`src/rtl/usb2_in_sched.sv`:
```
`default_nettype none
// ============================================================================
// Module   : usb2_in_sched
// Purpose  : USB2 IN-token responder: NAK, DATA0/1 streaming, handshake wait.
// Revision : 1.0
// ============================================================================
module usb2_in_sched #(
   parameter logic [3:0] MAX_ENDP   = 4'd2,
   parameter logic [9:0] HS_TIMEOUT = 10'd200
) (
   input  logic       phy_clk,
   input  logic       reset_n,
   input  logic       token_in,
   input  logic [3:0] token_endp,
   output logic [3:0] sel_endp,
   output logic [8:0] buf_out_addr,
   input  logic [7:0] buf_out_q,
   input  logic [9:0] buf_out_len,
   input  logic       buf_out_hasdata,
   output logic       buf_out_arm,
   input  logic       buf_out_arm_ack,
   input  logic [1:0] data_toggle,
   output logic       data_toggle_act,
   output logic       tx_start,
   output logic [3:0] tx_pid,
   output logic       tx_valid,
   output logic [7:0] tx_data,
   output logic       tx_last,
   input  logic       tx_ready,
   input  logic       rx_hs_valid,
   input  logic [3:0] rx_hs_pid,
   output logic       busy,
   output logic       stat_ack,
   output logic       stat_timeout,
   output logic       stat_drop
);

   localparam logic [3:0] c_PID_DATA0 = 4'h3;
   localparam logic [3:0] c_PID_DATA1 = 4'hB;
   localparam logic [3:0] c_PID_NAK   = 4'hA;
   localparam logic [3:0] c_PID_ACK   = 4'h2;

   typedef enum logic [2:0] {
      ST_IDLE    = 3'd0,
      ST_CHECK   = 3'd1,
      ST_NAK     = 3'd2,
      ST_PID     = 3'd3,
      ST_DATA    = 3'd4,
      ST_HS_WAIT = 3'd5,
      ST_RELEASE = 3'd6
   } state_t;

   state_t     state_q, state_d;
   logic       armed_q;
   logic [3:0] sel_q;
   logic [9:0] len_q;
   logic [8:0] addr_q;
   logic [9:0] iss_q;
   logic [9:0] sent_q;
   logic       pend_q;
   logic [7:0] fifo_q [2];
   logic       wptr_q;
   logic       rptr_q;
   logic [1:0] cnt_q;
   logic [3:0] pid_q;
   logic [9:0] hs_cnt_q;
   logic       tx_start_q;
   logic       tog_act_q;
   logic       ack_q;
   logic       to_q;
   logic       drop_q;

   logic       w_tok;
   logic       w_tok_ok;
   logic       w_zlp;
   logic       w_head;
   logic       w_pop;
   logic       w_last;
   logic       w_issue;
   logic       w_hs_ack;
   logic       w_timeout;
   logic       w_unused;

   // armed_q stays low through the first edge after reset release, so a token
   // arriving in that cycle is discarded.
   assign w_tok     = token_in && armed_q;
   assign w_tok_ok  = w_tok && (token_endp <= MAX_ENDP);
   assign w_zlp     = (len_q == 10'd0);
   assign w_head    = (state_q == ST_DATA) && (cnt_q != 2'd0);
   assign w_pop     = w_head && tx_ready;
   assign w_last    = (sent_q == (len_q - 10'd1));
   assign w_hs_ack  = rx_hs_valid && (rx_hs_pid == c_PID_ACK);
   assign w_timeout = (hs_cnt_q == (HS_TIMEOUT - 10'd1));
   assign w_unused  = data_toggle[1];

   // A read is launched only when the 2-entry holding register will still
   // have room for its data one cycle later, counting the read in flight.
   assign w_issue = ((state_q == ST_PID) && !w_zlp) ||
                    ((state_q == ST_DATA) && (iss_q < len_q) &&
                     (({1'b0, cnt_q} + {2'b00, pend_q}) <= (3'd1 + {2'b00, w_pop})));

   always_ff @(posedge phy_clk or negedge reset_n) begin
      if (!reset_n) begin
         state_q <= ST_IDLE;
      end else begin
         state_q <= state_d;
      end
   end

   always_comb begin
      state_d = state_q;
      case (state_q)
         ST_IDLE: begin
            if (w_tok_ok) state_d = ST_CHECK;
         end
         ST_CHECK: begin
            state_d = buf_out_hasdata ? ST_PID : ST_NAK;
         end
         ST_NAK: begin
            if (tx_ready) state_d = ST_IDLE;
         end
         ST_PID: begin
            if (!w_zlp)        state_d = ST_DATA;
            else if (tx_ready) state_d = ST_HS_WAIT;
         end
         ST_DATA: begin
            if (w_pop && w_last) state_d = ST_HS_WAIT;
         end
         ST_HS_WAIT: begin
            if (rx_hs_valid)    state_d = w_hs_ack ? ST_RELEASE : ST_IDLE;
            else if (w_timeout) state_d = ST_IDLE;
         end
         ST_RELEASE: begin
            if (buf_out_arm_ack) state_d = ST_IDLE;
         end
         default: state_d = ST_IDLE;
      endcase
   end

   always_comb begin
      tx_valid = 1'b0;
      tx_last  = 1'b0;
      tx_data  = 8'h00;
      case (state_q)
         ST_NAK: begin
            tx_valid = 1'b1;
            tx_last  = 1'b1;
         end
         ST_PID: begin
            tx_valid = w_zlp;
            tx_last  = w_zlp;
         end
         ST_DATA: begin
            tx_valid = w_head;
            tx_last  = w_head && w_last;
            tx_data  = w_head ? fifo_q[rptr_q] : 8'h00;
         end
         default: ;
      endcase
   end

   assign sel_endp        = sel_q;
   assign buf_out_addr    = addr_q;
   assign buf_out_arm     = (state_q == ST_RELEASE);
   assign busy            = (state_q != ST_IDLE);
   assign tx_pid          = pid_q;
   assign tx_start        = tx_start_q;
   assign data_toggle_act = tog_act_q;
   assign stat_ack        = ack_q;
   assign stat_timeout    = to_q;
   assign stat_drop       = drop_q;

   always_ff @(posedge phy_clk or negedge reset_n) begin
      if (!reset_n) begin
         armed_q    <= 1'b0;
         sel_q      <= 4'd0;
         len_q      <= 10'd0;
         addr_q     <= 9'd0;
         iss_q      <= 10'd0;
         sent_q     <= 10'd0;
         pend_q     <= 1'b0;
         fifo_q[0]  <= 8'h00;
         fifo_q[1]  <= 8'h00;
         wptr_q     <= 1'b0;
         rptr_q     <= 1'b0;
         cnt_q      <= 2'd0;
         pid_q      <= 4'd0;
         hs_cnt_q   <= 10'd0;
         tx_start_q <= 1'b0;
         tog_act_q  <= 1'b0;
         ack_q      <= 1'b0;
         to_q       <= 1'b0;
         drop_q     <= 1'b0;
      end else begin
         armed_q    <= 1'b1;
         tx_start_q <= 1'b0;
         tog_act_q  <= 1'b0;
         ack_q      <= 1'b0;
         to_q       <= 1'b0;
         drop_q     <= w_tok && ((state_q != ST_IDLE) || (token_endp > MAX_ENDP));

         if ((state_q == ST_IDLE) && w_tok_ok) sel_q <= token_endp;

         // Read pipeline: address/launch, capture one cycle later, drain on pop.
         pend_q <= w_issue;
         if (w_issue) begin
            iss_q <= iss_q + 10'd1;
            if ((iss_q + 10'd1) < len_q) addr_q <= addr_q + 9'd1;
         end
         if (pend_q) begin
            fifo_q[wptr_q] <= buf_out_q;
            wptr_q         <= ~wptr_q;
         end
         if (w_pop) begin
            rptr_q <= ~rptr_q;
            sent_q <= sent_q + 10'd1;
            if (w_last) addr_q <= 9'd0;
         end
         cnt_q <= cnt_q + {1'b0, pend_q} - {1'b0, w_pop};

         if (state_q == ST_CHECK) begin
            tx_start_q <= 1'b1;
            addr_q     <= 9'd0;
            iss_q      <= 10'd0;
            sent_q     <= 10'd0;
            if (buf_out_hasdata) begin
               len_q <= buf_out_len;
               pid_q <= data_toggle[0] ? c_PID_DATA1 : c_PID_DATA0;
            end else begin
               pid_q <= c_PID_NAK;
            end
         end

         if (state_q == ST_HS_WAIT) begin
            hs_cnt_q <= hs_cnt_q + 10'd1;
            if (rx_hs_valid) begin
               ack_q     <= w_hs_ack;
               tog_act_q <= w_hs_ack;
            end else if (w_timeout) begin
               to_q <= 1'b1;
            end
         end else begin
            hs_cnt_q <= 10'd0;
         end
      end
   end

endmodule
`default_nettype wire
```
`config.mk`:
```
export PLATFORM = sky130hd
export DESIGN_NAME = usb2_in_sched
export DESIGN_NICKNAME = d
export VERILOG_FILES = /design/src/rtl/usb2_in_sched.sv
export SDC_FILE = /design/constraint.sdc
export NUM_CORES = 1
export LEC_CHECK = 0
export BUFFER_PORTS_ARGS = -buffer_cell sky130_fd_sc_hd__buf_2
export CAP_MARGIN = 40
export CORE_MARGIN = 10
export CORE_UTILIZATION = 54
export CTS_BUF_LIST = sky130_fd_sc_hd__clkbuf_2
export CTS_CLUSTER_SIZE = 8
export DETAILED_ROUTE_END_ITERATION = 6
export MAX_ROUTING_LAYER = met4
export PLACE_DENSITY = 0.76
export SYNTH_ARGS = -nofsm -noshare
export SYNTH_HDL_FRONTEND = slang
export SYNTH_SLANG_ARGS = --single-unit
```
`constraint.sdc`:
```
create_clock -name phy_clk -period 2.91 [get_ports phy_clk]
set_input_delay 0.582 -clock phy_clk [delete_from_list [all_inputs] [get_ports phy_clk]]
set_output_delay 0.582 -clock phy_clk [all_outputs]
set_load 0.02 [all_outputs]
```
* After elaboration in Yosys (flattened, before gate mapping) *
Index checks and enable logic that the tools add are counted.

storage, ports and cells
  bits in registers = 86
  output and inout bits = 34
  word-level logic and storage cells = 118

operators by class
  add/subtract/negate cells = 9
  magnitude comparators = 8
  equal/unequal tests = 15
  muxes and demuxes = 39
  bitwise operators = 4
  reductions and logical operators = 24

operators with widths
  kind                     number
  $mux W10                 5
  $mux W8                  6
  $mux W9                  5
  $add A10 B1 Y10 const B  3
  $mux W3                  9
  $pmux W3 S7              1
  $lt A10 B10 Y1           2
  $bwmux W16               1
  $logic_and A1 B1 Y1      13
  $eq A10 B10 Y1           1
  $eq A10 B8 Y1 const B    1
  $logic_not A10 Y1        1
  $sub A10 B1 Y10 const B  1
  $add A9 B1 Y9 const B    1
  $eq A3 B3 Y1 const B     3
  $demux W8 S1             1
  $mux W4                  2
  $mux W1                  7
  $eq A3 B2 Y1 const B     2
  $ne A3 B3 Y1 const B     2
  $pmux W1 S3              2
  $reduce_and A6 Y1        1
  $reduce_bool A2 Y1       3
  $eq A4 B2 Y1 const B     1
  other kinds (19)         25

* Longest topological paths before layout *
Gate-level depths: netlist (run 1).

  depth after elaboration = 11
  gate-level depth with buffers = 14
  mapped depth without buffers = 12

* Least setup slack after synthesis (run 1) *
OpenSTA, ideal clock, no wires.

  path kind = flip-flop to flip-flop
  from = register state_q[0]
  to = register addr_q[5] (netlist: buf_out_addr[5])
  data arrival time = 3.105 ns
  required time = 2.822 ns
  slack = -0.283 ns
  stages on the path, launching flop included = 12
  path buffers = 2
  clock period less this slack = 3.193 ns
  cell sequence = dfrtp_1 -> nor3b_4 -> o211a_1 -> clkbuf_1 -> fa_1 -> nor3b_1 -> o211a_1 -> o2bb2ai_2 -> a31oi_4 -> buf_6 -> or4b_1 -> a211oi_2

between the ends
  cells in the longest elaborated chain, start to end = 11

RTL lines
  what                      line  text
  start: declaration        53    state_t state_q, state_d;
  start signal: assignment  106   state_q <= state_d;
  $eq A3 B3 Y1 *            89    assign w_head = (state_q == ST_DATA) && (cnt_q != 2'd0);
  $logic_and A1 B1 Y1 *     89
  $logic_and A1 B1 Y1 *     90    assign w_pop = w_head && tx_ready;
  named net w_pop           77    logic w_pop;
  $add A1 B1 Y2             100   (({1'b0, cnt_q} + {2'b00, pend_q}) <= (3'd1 + {2'b00, w_pop})));
  $le A3 B2 Y1              100
  $logic_and A1 B1 Y1       99    ((state_q == ST_DATA) && (iss_q < len_q) &&
  $logic_or A1 B1 Y1        98    assign w_issue = ((state_q == ST_PID) && !w_zlp) ||
  $mux W9                   206   if (w_issue) begin
  $mux W9                   217   if (w_last) addr_q <= 9'd0;
  $mux W9 *                 214   if (w_pop) begin
  $mux W9 *                 221   if (state_q == ST_CHECK) begin
  end signal: assignment    208   if ((iss_q + 10'd1) < len_q) addr_q <= addr_q + 9'd1;
  end: declaration          57    logic [8:0] addr_q;

Mark *: on every way through the listed nets, which the timed path passes. The rest lies on a longest branch.
A chain may end at the register's enable or synchronous reset.

* Worst setup path in the final report (run 1) *
  from = register len_q[1]
  to = output tx_last

between the ends
  cells in the longest elaborated chain, start to end = 4

RTL lines
  what                      line  text
  start: declaration        56    logic [9:0] len_q;
  start signal: assignment  227   len_q <= buf_out_len;
  $sub A10 B1 Y10           91    assign w_last = (sent_q == (len_q - 10'd1));
  $eq A10 B10 Y1            91
  $logic_and A1 B1 Y1       155   tx_last = w_head && w_last;
  $pmux W1 S3 *             144   case (state_q)
  end: declaration          28    output logic tx_last,

Mark *: on every way between the ends. The rest lies on a longest branch, timed or not.

==> run metrics, run 1 <==
num rows 35; max-slew violation total from the final report 0; nets ~670; Clk Tree Root Cell sky130_fd_sc_hd__clkbuf_2; number of DRC markers in iteration 0 between 150 and 200; sequential cell area fraction in the yosys report 42.6%; DRC Markers 0; total power 6.47 mW; launch point of the worst path len_q[1]$_DFFE_PN0P_; final count of hold timing violations 0; floorplan die height between 100 and 150 um; remaining global-route overflow 0; detail-routed via count per cell roughly 6; source-to-sink clock delay at the later pin of the worst-skew pair between 0.5 and 0.6 ns; average detailed-routed wire length per instance between 15 and 20 um; Reg2Reg Depth 12; cells after synthesis 486; Final min period between 3 and 4 ns; Final WS setup -0.339 ns; Num CTS Buffers 9; detailed placer's ending HPWL roughly 8.5 mm; largest net degree at the start of global routing between 40 and 50; layout cells sized above 1 between 30% and 40%; number of antenna cells inserted 0; Worst path slowest cell sky130_fd_sc_hd__or4_1; Mapped Avg Cell Area between 10 and 15 um2; commonest cells after routing, fill and taps aside sky130_fd_sc_hd__dfrtp_1, sky130_fd_sc_hd__buf_2, sky130_fd_sc_hd__buf_4; class of the most critical setup path register to primary output; Cell Area, Synth approximately 0.0050 mm2; total detailed-routing wirelength about 13 mm; number of warnings issued by yosys 0; H-tree lvl count 3; post-detailed-route count of antenna-violating nets 0; register-to-register path setup slack -0.06 ns; PwrDens between 1000 and 1500 mW/mm2; worst setup path end tx_last; tightest slew margin relative to the limit between 50 and 60%; Die W around 120 um; worst supply voltage drop on vdd a little over 0.001 V; Final Skew about 0.033 ns; cell-by-cell listing of the critical path buf_4 -> or4_1 -> o21ai_1 -> a31oi_1 -> a2111oi_4 -> nand2_1 -> nand2_1 -> buf_6; max-cap violations 0; overall die area about 0.013 mm2; largest fanout on the critical path 6; number of vias in the routed layout roughly 4200; most frequent standard cell in the layout excluding fill and tap cells sky130_fd_sc_hd__dfrtp_1; I/O pin count a little under 70; TritonCTS clock tree built; total global-route track usage 18.5%; required time at the worst-slack endpoint 2.33 ns; via count of the first global-routing pass about 4200; most numerous cell on the critical path sky130_fd_sc_hd__nand2_1; final clock period utilization by the worst path 112%; Setup crit end kind primary output; first-pass GRT wire length roughly 20 mm; final-report setup violation count 7; initial antenna violation count 0; source of the worst register-to-register timing path state_q[0]$_DFFE_PN0P_; RSZ-0062 raised after global routing true; #FFs+latches synth 85; Post-synth EDFFs 0; port buffer count 66; Clock Sinks between 80 and 90; Leakage Power roughly 3.0 nW; Std-Cell Core Area 0.00911 mm2; Starting Density 54.8%; Crit Reg-Reg Endpoint buf_out_addr[6]$_DFF_PN0_; Async S/R FF share, synth 100%; highest clock frequency the design can meet about 0.31 GHz; violations in the final reports negative setup slack; Area growth, synth to finish 28.1%; first drt pass iteration count 5; Worst-path clk slew approximately 0.26 ns; Critical Path Max Stage Delay around 0.46 ns; final sum of negative setup slack -0.689 ns; pin slew with the least headroom to its limit 0.698 ns; Longest Clk Path Bufs 2; Hold Path Class input pin to register; final RePlAce weighted congestion roughly 0.9; outcome finished, violations left; crit start category register; most used flip-flop cell after synthesis sky130_fd_sc_hd__dfrtp_1; nets in the synthesized netlist 550; data arrival time of the worst path between 2 and 3 ns; post-synth cell types 63
[worst max-delay path, delay by kind of cell, from the launching register on]
kind / cells / cell delay [ns]
flops: 1 / 0.45
buf+inv: 2 / 0.28
simple gates: 3 / 0.68
compound gates: 3 / 0.71
[worst min-delay path by stage]
stage | startpoint | to | slack, ns | cells after the start
after floorplan | reset_n | armed_q$_DFF_PN0_ | 0.29 | 0
after global placement | hs_cnt_q[0]$_DFF_PN0_ | hs_cnt_q[0]$_DFF_PN0_ | 0.44 | 1
after detailed placement | tx_pid[1]$_DFFE_PN0P_ | tx_pid[1]$_DFFE_PN0P_ | 0.45 | 1
after CTS | rx_hs_valid | stat_timeout$_DFF_PN0_ | 0.18 | 2
after global routing | rx_hs_valid | stat_timeout$_DFF_PN0_ | 0.17 | 2
final | rx_hs_valid | stat_timeout$_DFF_PN0_ | 0.20 | 2
[cells in the mapped netlist, types with 3 or more instances]
library cell | n | area share (%)
sky130_fd_sc_hd__clkbuf_1 | 12 | 0.90
sky130_fd_sc_hd__dfrtp_1 | 85 | 43
sky130_fd_sc_hd__o211a_1 | 3 | 0.60
sky130_fd_sc_hd__a21oi_1 | 18 | 1.8
sky130_fd_sc_hd__mux2_2 | 20 | 4.5
sky130_fd_sc_hd__nor2_1 | 37 | 2.8
sky130_fd_sc_hd__xor2_1 | 14 | 2.5
sky130_fd_sc_hd__buf_4 | 4 | 0.60
sky130_fd_sc_hd__or4_1 | 5 | 0.75
sky130_fd_sc_hd__o21ai_0 | 30 | 3.0
sky130_fd_sc_hd__nand4_1 | 8 | 1.0
sky130_fd_sc_hd__o31ai_1 | 7 | 1.1
sky130_fd_sc_hd__and3_1 | 9 | 1.1
sky130_fd_sc_hd__or2_2 | 3 | 0.38
sky130_fd_sc_hd__ha_1 | 28 | 7.0
sky130_fd_sc_hd__nand3_1 | 19 | 1.9
sky130_fd_sc_hd__mux2i_1 | 10 | 2.0
sky130_fd_sc_hd__nor3_1 | 6 | 0.60
sky130_fd_sc_hd__buf_6 | 5 | 1.1
sky130_fd_sc_hd__nor2b_1 | 4 | 0.50
sky130_fd_sc_hd__or3_1 | 12 | 1.5
sky130_fd_sc_hd__a211oi_2 | 9 | 2.3
sky130_fd_sc_hd__nand2_1 | 29 | 2.2
sky130_fd_sc_hd__nand3b_1 | 4 | 0.60
sky130_fd_sc_hd__and2_1 | 6 | 0.75
sky130_fd_sc_hd__a211oi_1 | 3 | 0.45
sky130_fd_sc_hd__inv_1 | 23 | 1.7
sky130_fd_sc_hd__xnor2_1 | 26 | 4.6
[sequential cells by signal (all words and copies together), names as in the netlist, 2 cells and up]
register and flops:
tx_pid 3, cnt_q 2, iss_q 10, hs_cnt_q 10
len_q 10, state_q 3, buf_out_addr 9, fifo_q 16
sel_endp 4, sent_q 10
[through the flow]
stage	util [%]	instance area [um2]	setup WS, ns	cells	hold WS [ns]
3_3_place_gp	62.3	5670	-0.0522	682	0.440
2_1_floorplan	-	5030	-0.0372	486	0.286
4_1_cts	66.9	6090	-0.348	714	0.178
6_report	70.2	6390	-0.339	721	0.203
5_1_grt	70.2	6390	-0.443	721	0.173
3_5_place_dp	62.3	5670	-0.117	682	0.448
[what timing repair did]
item / CTS / global route
pin swaps: 30 / 26
endpoints found under the hold margin: 27 / 0
endpoints found under the setup margin: 17 / 22
cloned: 1 / 2
hold buffers: 1 / 0
resized for setup: 38 / 48
setup buffers: 16 / 5
[logic make-up (layout without fill, tap and decap cells)]
family,after synthesis,after routing,synth area share [%]
buf+inv,45,168,4.44
flops,85,85,42.6
mux,30,30,6.52
fa+ha+maj,29,29,7.42
compound gates,98,99,14.7
simple gates,157,157,17.2
xor+xnor,40,40,7.02
other cells,2,2,0.150
[area by class of cell]
| class | instances | area (um2) |
|---|---|---|
| multi-input combinational | 357 | 2970 |
| fill | 651 | 2710 |
| sequential | 85 | 2130 |
| timing repair buffer | 128 | 932 |
| tap | 111 | 139 |
| inverter | 24 | 97.6 |
| clock inverter | 7 | 75.1 |
| clock buffer | 9 | 45.0 |
[layer usage]
layer  track usage [%]  wire length (um)
met1              21.8              5340
met2              30.6              6090
met3              4.37               873
met4              6.34               279
met5                 -                 0
[power by group]
part	switching, mW	total, mW	internal (mW)
Clock	0.436	0.637	0.201
Sequential	0.357	1.86	1.51
Combinational	1.84	3.97	2.13
Total	2.63	6.47	3.84
(Power assumes the default switching activity.)
==> run 2: changes to the inputs <==
==> constraint.sdc (replaced) <==
create_clock -name phy_clk -period 2.91 [get_ports phy_clk]
set_input_delay 0.4365 -clock phy_clk [delete_from_list [all_inputs] [get_ports phy_clk]]
set_output_delay 0.4365 -clock phy_clk [all_outputs]
set_load 0.02 [all_outputs]
==> run metrics, run 2 (synthesis results as in run 1) <==
Final min period roughly 3.1 ns; initial antenna violation count 0; worst supply voltage drop on vdd about 0.00088 V; largest fanout on the critical path 8; commonest cells after routing, fill and taps aside sky130_fd_sc_hd__dfrtp_1, sky130_fd_sc_hd__buf_2, sky130_fd_sc_hd__buf_4; DRC Markers 0; Crit Reg-Reg Endpoint iss_q[1]$_DFFE_PN0P_; Area growth, synth to finish 26.0%; first-pass GRT wire length roughly 20 mm; Std-Cell Core Area about 0.0091 mm2; nets 665; layout filler cell count between 600 and 700; tightest slew margin relative to the limit between 40 and 50%; required time at the worst-slack endpoint about 2.5 ns; remaining global-route overflow 0; Num CTS Buffers 9; worst setup path end tx_last; largest net degree at the start of global routing 50; number of antenna cells inserted 0; port buffer count 66; TritonCTS clock tree built; Final WS setup -0.173 ns; source of the worst register-to-register timing path state_q[0]$_DFFE_PN0P_; launch point of the worst path len_q[0]$_DFFE_PN0P_; num rows 35; most frequent standard cell in the layout excluding fill and tap cells sky130_fd_sc_hd__dfrtp_1; Starting Density between 50% and 60%; flip-flop count of the largest register after layout 16; number of DRC markers in iteration 0 approximately 260; RSZ-0062 raised after global routing true; final-report setup violation count 18; outcome finished, violations left; overall die area 0.0135 mm2; crit start category register; number of vias in the routed layout between 4000 and 5000; post-layout util slightly below 70%; final sum of negative setup slack -1.17 ns; top register by number of flip-flops fifo_q; class of the most critical setup path register to primary output; layout cells sized above 1 about 40%; average detailed-routed wire length per instance around 18 um; combined flip-flop and latch cell area 0.00214 mm2; final RePlAce weighted congestion a little over 0.9; total detailed-routing wirelength between 10 and 15 mm; via count of the first global-routing pass ~4300; Final Skew between 0.03 and 0.04 ns; floorplan die height 116 um; Leakage Power about 2.9 nW; max-cap violations 0; detailed placer's ending HPWL 8.48 mm; Hold Path Class input pin to register; pin slew with the least headroom to its limit 0.772 ns; Longest Clk Path Bufs 2; first drt pass iteration count 5; Setup crit end kind primary output; Clk Tree Root Cell sky130_fd_sc_hd__clkbuf_2; register-to-register path setup slack -0.14 ns; total global-route track usage 18.9%; Worst-path clk slew between 0.2 and 0.25 ns; Clock Sinks between 80 and 90; multi-input gate area in the final layout around 0.0030 mm2; Die W around 120 um; max-slew violation total from the final report 0; detail-routed via count per cell between 5 and 6; PwrDens between 900 and 1000 mW/mm2; final clock period utilization by the worst path 106%; data arrival time of the worst path 2.65 ns; H-tree lvl count 3; Hold WS approximately 0.043 ns; Reg2Reg Depth 11; source-to-sink clock delay at the later pin of the worst-skew pair between 0.5 and 0.6 ns; Placement Setup Slack -0.0811 ns; I/O pin count slightly below 70; post-detailed-route count of antenna-violating nets 0; highest clock frequency the design can meet roughly 0.32 GHz; final count of hold timing violations 0; violations in the final reports negative setup slack
run 2: repair_timing:
item	4_1_cts	5_1_grt
endpoints found under the setup margin	20	21
gates cloned	2	0
endpoints found under the hold margin	47	0
hold buffers	1	0
buffers inserted	9	11
resized for setup	22	71
pin swaps	6	33
run 2: critical path: stages, from the launching register on:
cell and delay (ns):
sky130_fd_sc_hd__dfrtp_1 0.45, sky130_fd_sc_hd__buf_6 0.14, sky130_fd_sc_hd__or4_4 0.51, sky130_fd_sc_hd__o21ai_2 0.15, sky130_fd_sc_hd__a31oi_2 0.13, sky130_fd_sc_hd__a2111oi_4 0.38, sky130_fd_sc_hd__nand2_1 0.14, sky130_fd_sc_hd__nand2_2 0.09
sky130_fd_sc_hd__buf_6 0.11
run 2: metal layers:
metal  track usage, %  share of wire (%)  wire length [um]  vias to the layer above
met4             6.76                2.2               287                        0
met3             2.93                5.2               663                       28
met5                -                  0                 0                        -
met2             31.1                 50              6340                      145
met1             23.2                 43              5470                     2050
li1                 -                  -                 -                     1978
run 2: stage by stage:
| step | cells | instance area [um2] | power, mW |
|---|---|---|---|
| 6_report | 717 | 6290 | 6.06 |
| 2_1_floorplan | 486 | 5030 | 3.71 |
| 5_1_grt | 717 | 6290 | 6.45 |
| 4_1_cts | 706 | 5960 | 5.59 |
| 3_3_place_gp | 678 | 5630 | 4.32 |
| 3_5_place_dp | 678 | 5630 | 4.46 |
run 2: final cells by class:
type	count	area share, %
inverters	24	1.47
multi-input cells	357	46.9
clock buffers	9	0.716
repair buffers	124	13.2
clock inverters	7	1.55
well taps	111	2.21
flip-flops and latches	85	33.9
run 2: power breakdown:
group / internal [mW] / switching (mW)
Sequential: 1.51 / 0.366
Clock: 0.289 / 0.433
Combinational: 1.71 / 1.77
Total: 3.50 / 2.56
run 2: worst min-delay path by stage:
stage	endpoint	depth (start not counted)	slack, ns	startpoint
floorplan	armed_q$_DFF_PN0_	0	0.14	reset_n
global placement	hs_cnt_q[0]$_DFF_PN0_	1	0.44	hs_cnt_q[0]$_DFF_PN0_
detailed placement	hs_cnt_q[0]$_DFF_PN0_	1	0.45	hs_cnt_q[0]$_DFF_PN0_
CTS	stat_timeout$_DFF_PN0_	2	0.01	rx_hs_valid
global route	stat_timeout$_DFF_PN0_	2	0.02	rx_hs_valid
finish	stat_timeout$_DFF_PN0_	2	0.04	rx_hs_valid
==> run 3: changes to the inputs <==
- RECOVER_POWER: default -> 100
==> run metrics, run 3 (synthesis results as in run 1) <==
layout cells sized above 1 35.0%; number of DRC markers in iteration 0 between 200 and 300; port buffer count 66; pin slew with the least headroom to its limit 1.26 ns; max-slew violation total from the final report 0; violations in the final reports negative setup slack; source of the worst register-to-register timing path state_q[0]$_DFFE_PN0P_; source-to-sink clock delay at the later pin of the worst-skew pair 0.54 ns; post-detailed-route count of antenna-violating nets 0; total global-route track usage a little under a fifth; number of instances in the placed design just under 700; largest fanout on the critical path 8; final count of hold timing violations 0; Setup crit end kind primary output; startpoint of the worst hold path rx_hs_valid; Final Skew roughly 0.029 ns; PwrDens approximately 970 mW/mm2; number of antenna cells inserted 0; Std-Cell Core Area approximately 0.0091 mm2; Final WS setup -0.170 ns; H-tree lvl count 3; outcome finished, violations left; detail-routed via count per cell 5.86; initial antenna violation count 0; Reg2Reg Depth 13; hold-critical path endpoint stat_timeout$_DFF_PN0_; detailed placer's ending HPWL about 8.5 mm; Num CTS Buffers 9; I/O pin count 69; highest clock frequency the design can meet around 0.32 GHz; nets 665; Area growth, synth to finish 24.6%; total detailed-routing wirelength approximately 13 mm; total power 6.03 mW; crit start category register; post-layout util between 60% and 70%; via count of the first global-routing pass 4263; flip-flop count of the largest register after layout 16; tightest slew margin relative to the limit between 15 and 20%; DRC Markers 0; class of the most critical setup path register to primary output; Die W roughly 120 um; num rows 35; Hold WS 0.0497 ns; overall die area 0.0135 mm2; final-report setup violation count 17; RSZ-0062 raised after global routing true; worst supply voltage drop on vdd between 0.0008 and 0.0009 V; TritonCTS clock tree built; Final min period 3.08 ns; Leakage Power about 2.8 nW; Starting Density a little over half; number of vias in the routed layout 4200; Clk Tree Root Cell sky130_fd_sc_hd__clkbuf_2; register-to-register path setup slack -0.13 ns; first drt pass iteration count 5; Crit Reg-Reg Endpoint iss_q[1]$_DFFE_PN0P_; final RePlAce weighted congestion a little over 0.9; largest net degree at the start of global routing 50; remaining global-route overflow 0; Clock Sinks 85; floorplan die height roughly 120 um; top register by number of flip-flops fifo_q; most frequent standard cell in the layout excluding fill and tap cells sky130_fd_sc_hd__dfrtp_1; Finished Layout Cells 717; Hold Path Class input pin to register; final clock period utilization by the worst path 106%; data arrival time of the worst path 2.64 ns; first-pass GRT wire length between 20 and 25 mm; commonest cells after routing, fill and taps aside sky130_fd_sc_hd__dfrtp_1, sky130_fd_sc_hd__buf_2, sky130_fd_sc_hd__buf_4; hold path depth 2; required time at the worst-slack endpoint between 2 and 2.5 ns; Worst-path clk slew approximately 0.23 ns; max-cap violations 0; Longest Clk Path Bufs 2; average detailed-routed wire length per instance between 15 and 20 um
-- run 3: how the worst max path moves through the flow --
| stage | from | end | slack [ns] | cells past startpoint |
|---|---|---|---|---|
| after detailed placement | state_q[0]$_DFFE_PN0P_ | iss_q[1]$_DFFE_PN0P_ | -0.08 | 10 |
| final | len_q[0]$_DFFE_PN0P_ | tx_last | -0.17 | 8 |
| after global routing | len_q[0]$_DFFE_PN0P_ | tx_last | -0.29 | 8 |
| after floorplan | state_q[0]$_DFFE_PN0P_ | buf_out_addr[4]$_DFF_PN0_ | -0.04 | 11 |
| after global placement | state_q[0]$_DFFE_PN0P_ | iss_q[1]$_DFFE_PN0P_ | 0.03 | 10 |
| after CTS | len_q[1]$_DFFE_PN0P_ | tx_last | -0.22 | 8 |
-- run 3: critical path: stages, from the launching register on --
cell	delay, ns
sky130_fd_sc_hd__dfrtp_1	0.45
sky130_fd_sc_hd__buf_6	0.14
sky130_fd_sc_hd__or4_4	0.51
sky130_fd_sc_hd__o21ai_2	0.15
sky130_fd_sc_hd__a31oi_2	0.13
sky130_fd_sc_hd__a2111oi_4	0.39
sky130_fd_sc_hd__nand2_1	0.14
sky130_fd_sc_hd__nand2_2	0.09
sky130_fd_sc_hd__buf_6	0.11
-- run 3: timing repair --
item / in CTS / in global routing
endpoints found under the setup margin: 20 / 21
resized for setup: 22 / 71
buffers inserted: 9 / 11
gates cloned: 2 / 0
pin swaps: 6 / 33
endpoints found under the hold margin: 47 / 0
hold buffers: 1 / 0
-- run 3: report_power, final --
group	switching [mW]	internal, mW	leakage, nW
registers	0.369	1.51	1.01
logic	1.76	1.67	1.67
clock network	0.432	0.289	0.0805
total	2.57	3.47	2.76
-- run 3: layer usage --
metal / share of wire [%] / up-vias / GRT usage (%)
met4: 2.1 / 0 / 6.76
met2: 50 / 136 / 31.1
met1: 43 / 2058 / 23.2
met3: 5.2 / 29 / 2.93
li1: - / 1977 / -
met5: 0 / - / -
-- run 3: cell type report --
| class | count | area [um2] |
|---|---|---|
| fillers | 696 | 2890 |
| clock buffers | 9 | 45.0 |
| inverters | 24 | 92.6 |
| multi-input cells | 357 | 2950 |
| repair buffers | 124 | 763 |
| clock inverters | 7 | 97.6 |
| flip-flops and latches | 85 | 2140 |
| well taps | 111 | 139 |
-- run 3: through the flow --
step	setup WS (ns)	setup TNS [ns]	cell area, um2
finish	-0.170	-1.05	6220
detailed placement	-0.0811	-0.465	5630
CTS	-0.221	-1.56	5960
global placement	0.0263	0	5630
global route	-0.290	-3.47	6220
floorplan	-0.0372	-0.0416	5030
